--- src/rtl/sram_frame_writer_if.sv ---
// Write-stream, burst-control and SRAM-pin bundle for the frame-buffer writer.
// The writer takes the slave modport; the loader/top level takes the master modport.
interface sram_frame_writer_if #(
    parameter int ADDR_W = 20,
    parameter int DATA_W = 16
);
    logic              start;
    logic [ADDR_W-1:0] base_addr;
    logic [ADDR_W-1:0] length;
    logic              abort;
    logic [DATA_W-1:0] wr_data;
    logic              wr_valid;
    logic              wr_ready;
    logic              busy;
    logic              done;
    logic [ADDR_W-1:0] words_written;
    logic              owns_bus;
    logic [ADDR_W-1:0] sram_addr;
    logic [DATA_W-1:0] sram_wdata;
    logic              sram_dq_oe;
    logic              CE;
    logic              UB;
    logic              LB;
    logic              OE;
    logic              WE;

    modport master (
        output start, base_addr, length, abort, wr_data, wr_valid,
        input  wr_ready, busy, done, words_written, owns_bus,
               sram_addr, sram_wdata, sram_dq_oe, CE, UB, LB, OE, WE
    );

    modport slave (
        input  start, base_addr, length, abort, wr_data, wr_valid,
        output wr_ready, busy, done, words_written, owns_bus,
               sram_addr, sram_wdata, sram_dq_oe, CE, UB, LB, OE, WE
    );
endinterface

--- src/rtl/sram_frame_writer.sv ---
// Burst writer for the 1M x 16 async frame SRAM: stream words to consecutive
// addresses with a SETUP / WE-pulse / HOLD sequence per word.
module sram_frame_writer #(
    parameter int ADDR_W    = 20,
    parameter int DATA_W    = 16,
    parameter int WE_CYCLES = 2
) (
    input  logic                 Clk,
    input  logic                 Reset_n,
    sram_frame_writer_if.slave   bus
);
    typedef enum logic [2:0] {
        S_IDLE, S_WAIT_DATA, S_SETUP, S_PULSE, S_HOLD, S_DONE
    } state_t;

    state_t            r_state, w_next;
    logic [ADDR_W-1:0] r_addr, w_addr;
    logic [ADDR_W-1:0] r_len, w_len;
    logic [ADDR_W-1:0] r_count, w_count;
    logic [DATA_W-1:0] r_wdata, w_wdata;
    logic [2:0]        r_pcnt, w_pcnt;
    logic              r_abort_seen, w_abort_seen;
    logic              r_active, r_done, r_wr_ready, r_dq_oe, r_we;

    always_comb begin
        w_next       = r_state;
        w_addr       = r_addr;
        w_len        = r_len;
        w_count      = r_count;
        w_wdata      = r_wdata;
        w_pcnt       = r_pcnt;
        w_abort_seen = r_abort_seen;
        case (r_state)
            S_IDLE: begin
                if (bus.start) begin
                    w_addr  = bus.base_addr;
                    w_len   = bus.length;
                    w_count = '0;
                    w_next  = (bus.length == '0) ? S_DONE : S_WAIT_DATA;
                end
            end
            S_WAIT_DATA: begin
                w_abort_seen = 1'b0;
                if (bus.wr_valid && r_wr_ready) begin
                    w_wdata = bus.wr_data;
                    w_next  = S_SETUP;
                end else if (bus.abort) begin
                    w_next = S_DONE;
                end
            end
            S_SETUP: begin
                w_abort_seen = bus.abort;
                w_pcnt       = 3'd1;
                w_next       = S_PULSE;
            end
            S_PULSE: begin
                // abort is only remembered here; the word in flight always completes
                w_abort_seen = r_abort_seen | bus.abort;
                if (r_pcnt >= 3'(WE_CYCLES)) w_next = S_HOLD;
                else                          w_pcnt = r_pcnt + 3'd1;
            end
            S_HOLD: begin
                w_count = r_count + ADDR_W'(1);
                w_addr  = r_addr + ADDR_W'(1);
                if (w_count == r_len || r_abort_seen || bus.abort) w_next = S_DONE;
                else                                               w_next = S_WAIT_DATA;
            end
            S_DONE:  w_next = S_IDLE;
            default: w_next = S_IDLE;
        endcase
    end

    // Pin-level outputs are registered from the next-state decode so SRAM
    // strobes never glitch and change exactly on the state transition.
    always_ff @(posedge Clk or negedge Reset_n) begin
        if (!Reset_n) begin
            r_state      <= S_IDLE;
            r_addr       <= '0;
            r_len        <= '0;
            r_count      <= '0;
            r_wdata      <= '0;
            r_pcnt       <= '0;
            r_abort_seen <= 1'b0;
            r_active     <= 1'b0;
            r_done       <= 1'b0;
            r_wr_ready   <= 1'b0;
            r_dq_oe      <= 1'b0;
            r_we         <= 1'b1;
        end else begin
            r_state      <= w_next;
            r_addr       <= w_addr;
            r_len        <= w_len;
            r_count      <= w_count;
            r_wdata      <= w_wdata;
            r_pcnt       <= w_pcnt;
            r_abort_seen <= w_abort_seen;
            r_active     <= (w_next != S_IDLE);
            r_done       <= (w_next == S_DONE);
            r_wr_ready   <= (w_next == S_WAIT_DATA);
            r_dq_oe      <= (w_next == S_SETUP) || (w_next == S_PULSE) || (w_next == S_HOLD);
            r_we         <= (w_next != S_PULSE);
        end
    end

    // busy, bus ownership and SRAM output-disable all span exactly the non-IDLE states
    assign bus.busy          = r_active;
    assign bus.owns_bus      = r_active;
    assign bus.OE            = r_active;
    assign bus.done          = r_done;
    assign bus.wr_ready      = r_wr_ready;
    assign bus.sram_dq_oe    = r_dq_oe;
    assign bus.WE            = r_we;
    assign bus.words_written = r_count;
    assign bus.sram_addr     = r_addr;
    assign bus.sram_wdata    = r_wdata;
    assign bus.CE            = 1'b0;
    assign bus.UB            = 1'b0;
    assign bus.LB            = 1'b0;
endmodule
--- src/flat_wrapper.sv ---
// flat-port wrapper written by rule: the top's interface ports become plain ports
module sram_frame_writer_flat 
#(
    parameter int ADDR_W    = 20,
    parameter int DATA_W    = 16,
    parameter int WE_CYCLES = 2
)
  (Clk, Reset_n, bus_start, bus_base_addr, bus_length, bus_abort, bus_wr_data, bus_wr_valid, bus_wr_ready, bus_busy, bus_done, bus_words_written, bus_owns_bus, bus_sram_addr, bus_sram_wdata, bus_sram_dq_oe, bus_CE, bus_UB, bus_LB, bus_OE, bus_WE);
  sram_frame_writer_if #(.ADDR_W(ADDR_W), .DATA_W(DATA_W)) bus_i ();
  input  logic Clk;
  input  logic Reset_n;
  input wire logic [$bits(bus_i.start)-1:0] bus_start;
  input wire logic [$bits(bus_i.base_addr)-1:0] bus_base_addr;
  input wire logic [$bits(bus_i.length)-1:0] bus_length;
  input wire logic [$bits(bus_i.abort)-1:0] bus_abort;
  input wire logic [$bits(bus_i.wr_data)-1:0] bus_wr_data;
  input wire logic [$bits(bus_i.wr_valid)-1:0] bus_wr_valid;
  output wire logic [$bits(bus_i.wr_ready)-1:0] bus_wr_ready;
  output wire logic [$bits(bus_i.busy)-1:0] bus_busy;
  output wire logic [$bits(bus_i.done)-1:0] bus_done;
  output wire logic [$bits(bus_i.words_written)-1:0] bus_words_written;
  output wire logic [$bits(bus_i.owns_bus)-1:0] bus_owns_bus;
  output wire logic [$bits(bus_i.sram_addr)-1:0] bus_sram_addr;
  output wire logic [$bits(bus_i.sram_wdata)-1:0] bus_sram_wdata;
  output wire logic [$bits(bus_i.sram_dq_oe)-1:0] bus_sram_dq_oe;
  output wire logic [$bits(bus_i.CE)-1:0] bus_CE;
  output wire logic [$bits(bus_i.UB)-1:0] bus_UB;
  output wire logic [$bits(bus_i.LB)-1:0] bus_LB;
  output wire logic [$bits(bus_i.OE)-1:0] bus_OE;
  output wire logic [$bits(bus_i.WE)-1:0] bus_WE;
  assign bus_i.start = bus_start;
  assign bus_i.base_addr = bus_base_addr;
  assign bus_i.length = bus_length;
  assign bus_i.abort = bus_abort;
  assign bus_i.wr_data = bus_wr_data;
  assign bus_i.wr_valid = bus_wr_valid;
  assign bus_wr_ready = bus_i.wr_ready;
  assign bus_busy = bus_i.busy;
  assign bus_done = bus_i.done;
  assign bus_words_written = bus_i.words_written;
  assign bus_owns_bus = bus_i.owns_bus;
  assign bus_sram_addr = bus_i.sram_addr;
  assign bus_sram_wdata = bus_i.sram_wdata;
  assign bus_sram_dq_oe = bus_i.sram_dq_oe;
  assign bus_CE = bus_i.CE;
  assign bus_UB = bus_i.UB;
  assign bus_LB = bus_i.LB;
  assign bus_OE = bus_i.OE;
  assign bus_WE = bus_i.WE;
  sram_frame_writer #(.ADDR_W(ADDR_W), .DATA_W(DATA_W), .WE_CYCLES(WE_CYCLES)) u_core (.Clk(Clk), .Reset_n(Reset_n), .bus(bus_i));
endmodule
--- config.mk ---
export PLATFORM = sky130hd
export DESIGN_NAME = sram_frame_writer_flat
export DESIGN_NICKNAME = d
export VERILOG_FILES = /design/src/rtl/sram_frame_writer_if.sv /design/src/rtl/sram_frame_writer.sv /design/src/flat_wrapper.sv
export SDC_FILE = /design/constraint.sdc
export NUM_CORES = 1
export LEC_CHECK = 0
export BUFFER_PORTS_ARGS = -buffer_cell sky130_fd_sc_hd__buf_2
export CAP_MARGIN = 10
export CORE_ASPECT_RATIO = 1.1
export CORE_UTILIZATION = 35
export CTS_CLUSTER_DIAMETER = 60
export DETAILED_ROUTE_END_ITERATION = 16
export PLACE_DENSITY_LB_ADDON = 0.25
export SYNTH_ARGS = -nofsm -noshare
export SYNTH_HDL_FRONTEND = slang
export SYNTH_SLANG_ARGS = --single-unit
--- constraint.sdc ---
create_clock -name Clk -period 3.28 [get_ports Clk]
set_input_delay 0.492 -clock Clk [delete_from_list [all_inputs] [get_ports Clk]]
set_output_delay 0.492 -clock Clk [all_outputs]
set_load 0.02 [all_outputs]
* Word-level counts from Yosys, hierarchy flattened
Index checks and enable logic that the tools add are counted. Widths: inputs -> output; s select.
Operators by class: add/sub/neg operators 3, $lt $le $gt $ge 1, eq/ne operators 13, multiplexer cells 14, bitwise operators 1, reduce and logical (&&, ||, !) cells 15
Operators with widths (count):
- $pmux 20 s2 | 2
- $add 20x1->20 const B | 2
- $mux 20 | 2
- $mux 3 | 7
- $eq 20x20->1 | 1
- $logic_not 20->1 | 1
- $pmux 3 s5 | 1
- $eq 3x2->1 const B | 4
- $eq 3x3->1 const B | 3
- $reduce_and 2->1 | 4
- $eq 3x1->1 const B | 2
- $pmux 3 s2 | 1
- $reduce_bool 3->1 | 2
- $logic_or 1x1->1 | 4
- $ne 2x2->1 const B | 2
- $reduce_bool 2->1 | 2
- $add 3x1->3 const B | 1
- $ge 3x2->1 const B | 1
- $logic_not 3->1 | 1
- $ne 3x2->1 const B | 1
- $pmux 1 s3 | 1
- $logic_and 1x1->1 | 1
- $or 1x1->1 | 1
Word-level totals: bits in registers 88, logic and storage cells 59

* Depth between registers and ports, before layout
Gate-level depths: netlist of the first run.
word-level depth 9, gate-level depth with buffers 9, depth with buffers taken out 8

* Worst setup path before layout of the first run
Ideal clock, no wire load.
path type reg2reg, from register u_core.r_count[0] (netlist: u_core.bus.words_written[0]), to register u_core.r_wr_ready (netlist: u_core.bus.wr_ready), setup time 0.120 ns, arrival 2.502 ns, required time 3.160 ns, slack 0.657 ns, cell stages (with the launch flop) 9, buffers on the path 0, cell sequence dfrtp_1 ha_1 nand2_2 nor4_4 xnor2_1 a2111o_1 or4_4 o211ai_2 nor2_2
On the way: longest elaborated chain between the ends 7
RTL lines:
- start, declared | line sram_frame_writer.sv:19 | logic [ADDR_W-1:0] r_count, w_count;
- start signal, assigned | line sram_frame_writer.sv:93 | r_count <= w_count;
- $add 20x1->20 | line sram_frame_writer.sv:63 | w_count = r_count + ADDR_W'(1);
- $eq 20x20->1 | line sram_frame_writer.sv:65 | if (w_count == r_len || r_abort_seen || bus.abort) w_next = S_DONE;
- $logic_or 1x1->1 (2 in series) | line sram_frame_writer.sv:65
- $mux 3 | line sram_frame_writer.sv:65
- $pmux 3 s5 | line sram_frame_writer.sv:33 | case (r_state)
- net u_core.w_next[2] | line sram_frame_writer.sv:16 | state_t r_state, w_next;
- $eq 3x1->1 | line sram_frame_writer.sv:99 | r_wr_ready <= (w_next == S_WAIT_DATA);
- end signal, assigned | line sram_frame_writer.sv:99
- end, declared | line sram_frame_writer.sv:23 | logic r_active, r_done, r_wr_ready, r_dq_oe, r_we;
The timed path passes the listed nets, and every way through them passes these cells. A chain may end at the register's enable or synchronous reset.

* Final worst setup path of the first run
Ends and elaborated chain as after synthesis.

==> results of run 1 <==
cells by family (layout without fill, tap and decap cells):
group / after synthesis / in the layout / synth area share (%)
compound gates: 115 / 115 / 15.1
xor+xnor: 29 / 29 / 5.25
fa+ha+maj: 3 / 3 / 0.777
buf+inv: 47 / 155 / 4.69
flops: 88 / 88 / 45.6
mux: 18 / 18 / 4.17
other cells: 1 / 3 / 0.0776
simple gates: 230 / 230 / 24.4
per-layer routing:
layer | wire length, um | share of wire (%) | global-route usage, %
met1 | 6070 | 47 | 25.3
met2 | 5880 | 45 | 30.9
met3 | 759 | 5.9 | 4.22
met4 | 248 | 1.9 | 6.95
met5 | 0 | 0 | 0
final timing paths:
check                      depth (start not counted)  slack (ps)                                    start                              endpoint
min in group Clk                                   3         350                         bus_base_addr[5]   u_core.bus.sram_addr[5]$_DFFE_PN0P_
hold reg to reg                                    1         500     u_core.bus.sram_wdata[1]$_DFFE_PN0P_  u_core.bus.sram_wdata[1]$_DFFE_PN0P_
setup reg to reg                                   8         540  u_core.bus.words_written[0]$_DFFE_PN0P_         u_core.bus.wr_ready$_DFF_PN0_
max in group asynchronous                          2        2380                                  Reset_n       u_core.bus.sram_dq_oe$_DFF_PN0_
setup / recovery                                   8         540  u_core.bus.words_written[0]$_DFFE_PN0P_         u_core.bus.wr_ready$_DFF_PN0_
hold / removal                                     1         170                                  Reset_n           u_core.r_len[1]$_DFFE_PN0P_
registers in the layout (all words and copies together) (netlist names):
name and count:
u_core.r_pcnt 3, u_core.bus.done 1, u_core.bus.words_written 20, u_core.bus.wr_ready 1
u_core.bus.OE 1, u_core.bus.sram_dq_oe 1, u_core.r_abort_seen 1, u_core.bus.WE 1
u_core.bus.sram_wdata 16, u_core.r_len 20, u_core.bus.sram_addr 20, u_core.r_state 3
worst max-delay path, stage by stage (launching register included):
cell and delay [ps]:
dfrtp_1 460, ha_1 310, nand2_2 130, nor4_4 490, xnor2_1 120, a2111o_1 300, or4_4 540, o211ai_2 230
nor2_2 40
through the flow:
step                      instance area (um^2)  hold slack, ps
after CTS                                 5880             199
after global placement                    5560             484
after detailed placement                  5560             491
after global routing                      5880             224
final                                     5880             171
after floorplan                           4840             196
synthesized netlist by cell type, types with 3 or more instances:
| master | number | share of area, % |
|---|---|---|
| nand3_1 | 15 | 1.6 |
| ha_1 | 3 | 0.78 |
| mux2_2 | 17 | 4.0 |
| and3_1 | 12 | 1.6 |
| xnor2_1 | 18 | 3.3 |
| buf_2 | 3 | 0.31 |
| dfrtp_1 | 87 | 45 |
| inv_1 | 7 | 0.54 |
| nand4_1 | 10 | 1.3 |
| nand2_1 | 107 | 8.3 |
| o31ai_1 | 3 | 0.47 |
| a21oi_1 | 17 | 1.8 |
| a31oi_1 | 10 | 1.3 |
| nor4_1 | 8 | 1.0 |
| buf_4 | 8 | 1.2 |
| clkbuf_1 | 25 | 1.9 |
| o21ai_0 | 42 | 4.3 |
| a311oi_1 | 4 | 0.72 |
| a211oi_1 | 5 | 0.78 |
| o211ai_1 | 7 | 1.1 |
| o22ai_1 | 5 | 0.65 |
| nor3_1 | 12 | 1.2 |
| or2_2 | 3 | 0.39 |
| xor2_1 | 11 | 2.0 |
| nand3b_1 | 4 | 0.62 |
| nor2b_1 | 3 | 0.39 |
| and4_1 | 5 | 0.91 |
| nor2_1 | 27 | 2.1 |
power groups by stage:
stage | logic [mW] | clock network, mW | registers, mW
after floorplan | 1.18 | 0 | 2.14
after global placement | 2.02 | 0 | 1.95
after detailed placement | 2.06 | 0 | 1.96
after CTS | 2.07 | 1.12 | 1.95
after global routing | 2.27 | 1.16 | 2.03
final | 2.04 | 1.09 | 1.95
final cells by class:
type / instances / share of cell area (%)
Multi-Input combinational cell: 398 / 41.1
Tap cell: 184 / 3.91
Clock buffer: 12 / 4.53
Sequential cell: 88 / 37.5
Clock inverter: 4 / 0.872
Timing Repair Buffer: 132 / 11.7
Inverter: 7 / 0.447
==> run metrics, run 1 <==
Min-Delay Path Class=input port to async pin; non-filler cells in the finished layout=825; full die area=14,300 um^2; status=complete, no violations; DR pass1 iterations=5; drt via density=5.24; Arr. time, crit path=2970 ps; Mapped Area=4830 um^2; total power=5.08 mW; number of synthesized register bits=88; Max transition margin=56.0%; clk buf depth=2; Leak=2.72 nW; via count of the first global-routing pass=4,232; Antenna Cells=0; CP Data Required Time=3510 ps; share of synthesized registers carrying an async set or reset=100%; All-Layer GR Usage=19.2%; Worst-path clk slew=70 ps; peak supply drop=420 uV; Fillers=1,370; Ports=127; Max Clk Rate=365 MHz; post-CTS sizing=0; Crit. End Element=flop; I/O Buffers=123; hold buffer count at CTS=0; Final Core Density=44.1%; Ys Warns=0; Slew @ Worst Pin=660 ps; Starting Density=36.3%; CTS sink count=88; Logic pwr share=40.2%; Multi-input gate area=2420 um^2; Psw=2.10 mW; total CTS buffers=9; Sw Share=41.3%; layout cells sized above 1=28.9%; via count=4,322; GP Congestion=0.829; highest-count cells in the layout ignoring fill and taps=buf_2 (122), nand2_1 (107), dfrtp_1 (87), o21ai_0 (42), nor2_1 (27); Post-Syn Area per Cell=9.10 um^2; fin worst setup slack=542 ps; Worst Setup Start Kind=flop; initial antenna violation count=0; CTS H-tree lvls=3; Post-synth EDFFs=0; core area=13,300 um^2; Final Net Count=700; post-synthesis cell count=531; final worst-path cycle share=83.5%; # setup viols final=0; Sequential Power Share=38.5%; Avg WL per Cell=15.7 um; CTS tree=done; Post-Place Cells=809; post-route setup TNS=0 ps; die width=114 um; latest clock arrival within the worst-skew pair=340 ps; CP max FO=8; Seq. cell area=2200 um^2; Syn-to-layout area delta=21.7%; Seq/Total Area, Yosys=45.6%; DRC violations left=0; max cap viols=0; first-pass GRT wire length=21,600 um; worst slack at placement=526 ps; post-synth cell types=67; max-slew violations=0; clock skew=5.93 ps; Hold Vio Cnt, Final=0; most common cell after layout, fill and taps aside=buf_2; Die Span Y=125 um; Final ANT Viol Nets=0; Root Buffer=clkbuf_16; Cell Pwr Density=864 nW/um^2; row count=44; Internal Power=2.98 mW; DP HPWL=9450 um; Post-CTS Setup Inserts=0; Worst Setup Path Type=flop to flop; unrepaired setup endpoints after global routing=no; clock power share=21.4%; WL final=13,000 um; largest net degree at the start of global routing=51; 1st-iter DRT viols=179; GRT overflow=0; post-layout min period=2740 ps; Main synth FF type=dfrtp_1
No activity file was read; power rests on OpenSTA's default activity.
==> run 2: changes to the inputs <==
==> constraint.sdc (replaced) <==
create_clock -name Clk -period 2.6 [get_ports Clk]
set_input_delay 0.39 -clock Clk [delete_from_list [all_inputs] [get_ports Clk]]
set_output_delay 0.39 -clock Clk [all_outputs]
set_load 0.02 [all_outputs]
==> run 2 against run 1 <==
Effect of this change:
- largest cell class unchanged
- non-clock buffer count is 14 higher
- sequential share of layout area is 0.56 points lower
- critical path type unchanged
- routed wire length is 2.4% higher
==> run metrics, run 2 (same netlist as run 1, synthesis figures left out) <==
fin worst setup slack=109 ps (-433 ps); largest net degree at the start of global routing=46 (-9.8%); I/O Buffers=123 (unchanged); DRC violations left=0 (unchanged); Syn-to-layout area delta=23.9%; CP Buf/Inv Count=0 (unchanged); CTS H-tree lvls=3 (unchanged); Post-Place Cells=822 (+1.6%); max-slew violations=0 (unchanged); Max Clk Rate=402 MHz (+9.9%); Cell Pwr Density=1060 nW/um^2 (+23%); peak supply drop=629 uV (+50%); Die Span Y=125 um (unchanged); non-filler cells in the finished layout=839 (+1.7%); GRT overflow=0 (unchanged); Avg WL per Cell=15.8 um (+0.68%); Starting Density=36.3% (unchanged); unrepaired setup endpoints after global routing=no; die width=114 um (unchanged); clk buf depth=2 (unchanged); 1st-iter DRT viols=257 (+44%); Min-Delay Path Class=input port to async pin; CTS sink count=88 (unchanged); CP max stage cell=or4_2; via count=4,367 (+1.0%); max cap viols=0 (unchanged); M1 WL=6120 um (+0.92%); Max transition margin=53.8% (-2.2 points); status=complete, no violations; total power=6.36 mW (+25%); latest clock arrival within the worst-skew pair=350 ps (about the same); highest-count cells in the layout ignoring fill and taps=buf_2 (122), nand2_1 (107), dfrtp_1 (82), o21ai_0 (42), nor2_1 (27); row count=44 (unchanged); Final Net Count=714 (+2.0%); CP Data Required Time=2840 ps (-670 ps); Leak=2.77 nW (+1.9%); layout cells sized above 1=31.3% (+2.4 points); placed cell area=5670 um^2 (+2.0%); initial antenna violation count=0 (unchanged); clock skew=7.28 ps (+1.35 ps); first-pass GRT wire length=22,100 um (+2.5%); drt via density=5.21 (-0.64%); # setup viols final=0 (unchanged); total CTS buffers=9 (unchanged); Crit path largest cell delay=650 ps (+110 ps); DR pass1 iterations=4 (-1); final worst-path cycle share=95.8% (+12 points); met2 routed WL=6130 um (+4.2%); Slew @ Worst Pin=693 ps (+33.0 ps); met3 wire length=763 um (+0.53%); hold buffer count at CTS=0 (unchanged); via count of the first global-routing pass=4,407 (+4.1%); Final ANT Viol Nets=0 (unchanged); Arr. time, crit path=2730 ps (-240 ps); Hold Vio Cnt, Final=0 (unchanged); Worst Setup Path Type=flop to flop; worst slack at placement=66.0 ps (-460 ps); post-route setup TNS=0 ps (unchanged); Crit. End Element=flop; WL final=13,300 um (+2.4%); CP max FO=5 (-3); All-Layer GR Usage=19.7% (+0.46 points); Ports=127 (unchanged); GP Congestion=0.927 (+12%); critical path, cell by cell=nand4_4 > or4_2 > a211oi_1 > o2bb2ai_1 > or4_4 > o211ai_2 > nor2_2; core area=13,300 um^2 (unchanged); uppermost routed layer=met4; Worst Setup Start Kind=flop; Worst-path clk slew=60 ps (about the same); full die area=14,300 um^2 (unchanged); Antenna Cells=0 (unchanged); Root Buffer=clkbuf_16; CTS tree=done; post-layout min period=2490 ps (-247 ps); most common cell after layout, fill and taps aside=buf_2; cell area after layout=5990 um^2 (+1.8%); Worst path top cell family by delay=simple AND/OR/NAND/NOR gates; DP HPWL=9610 um (+1.6%)
run 2: routing by layer:
layer	GRT usage [%]	up-vias
li1	-	2133
met4	8.10	0
met1	26.4	2080
met5	0	-
met2	30.7	134
met3	4.22	20
run 2: path summary, 6_finish.rpt:
kind	to	cells past startpoint	start	slack (ps)
setup / recovery	u_core.bus.wr_ready$_DFF_PN0_	7	u_core.bus.words_written[5]$_DFFE_PN0P_	110
hold / removal	u_core.r_len[6]$_DFFE_PN0P_	1	Reset_n	60
setup reg to reg	u_core.bus.wr_ready$_DFF_PN0_	7	u_core.bus.words_written[5]$_DFFE_PN0P_	110
hold reg to reg	u_core.r_len[2]$_DFFE_PN0P_	2	u_core.r_len[2]$_DFFE_PN0P_	500
max in group asynchronous	u_core.bus.words_written[11]$_DFFE_PN0P_	2	Reset_n	1890
min in group Clk	u_core.bus.sram_addr[5]$_DFFE_PN0P_	3	bus_base_addr[5]	240
run 2: layout make-up:
cell class / instances / area (um^2)
Fill cell: 1351 / 7340
Multi-Input combinational cell: 398 / 2430
Sequential cell: 88 / 2210
Timing Repair Buffer: 146 / 803
Clock buffer: 14 / 274
Tap cell: 184 / 230
Inverter: 7 / 26.3
Clock inverter: 2 / 12.5
run 2: where the power goes:
part	internal [mW]	leakage, nW	total [mW]	switching, mW
clock network	0.726	0.139	1.27	0.542
registers	1.91	1.10	2.45	0.541
logic	1.07	1.53	2.65	1.58
run 2: per-stage QoR:
stage	hold slack, ps	util [%]
6_report	55.5	44.9
5_1_grt	113	44.9
4_1_cts	85.8	44.7
3_5_place_dp	456	42.6
3_3_place_gp	453	42.6
2_1_floorplan	94.4	-
run 2: repair_timing:
item,CTS,global route
resized for setup,0,7
hold endpoints to repair,0,0
setup endpoints to repair,0,3
setup buffers,0,1
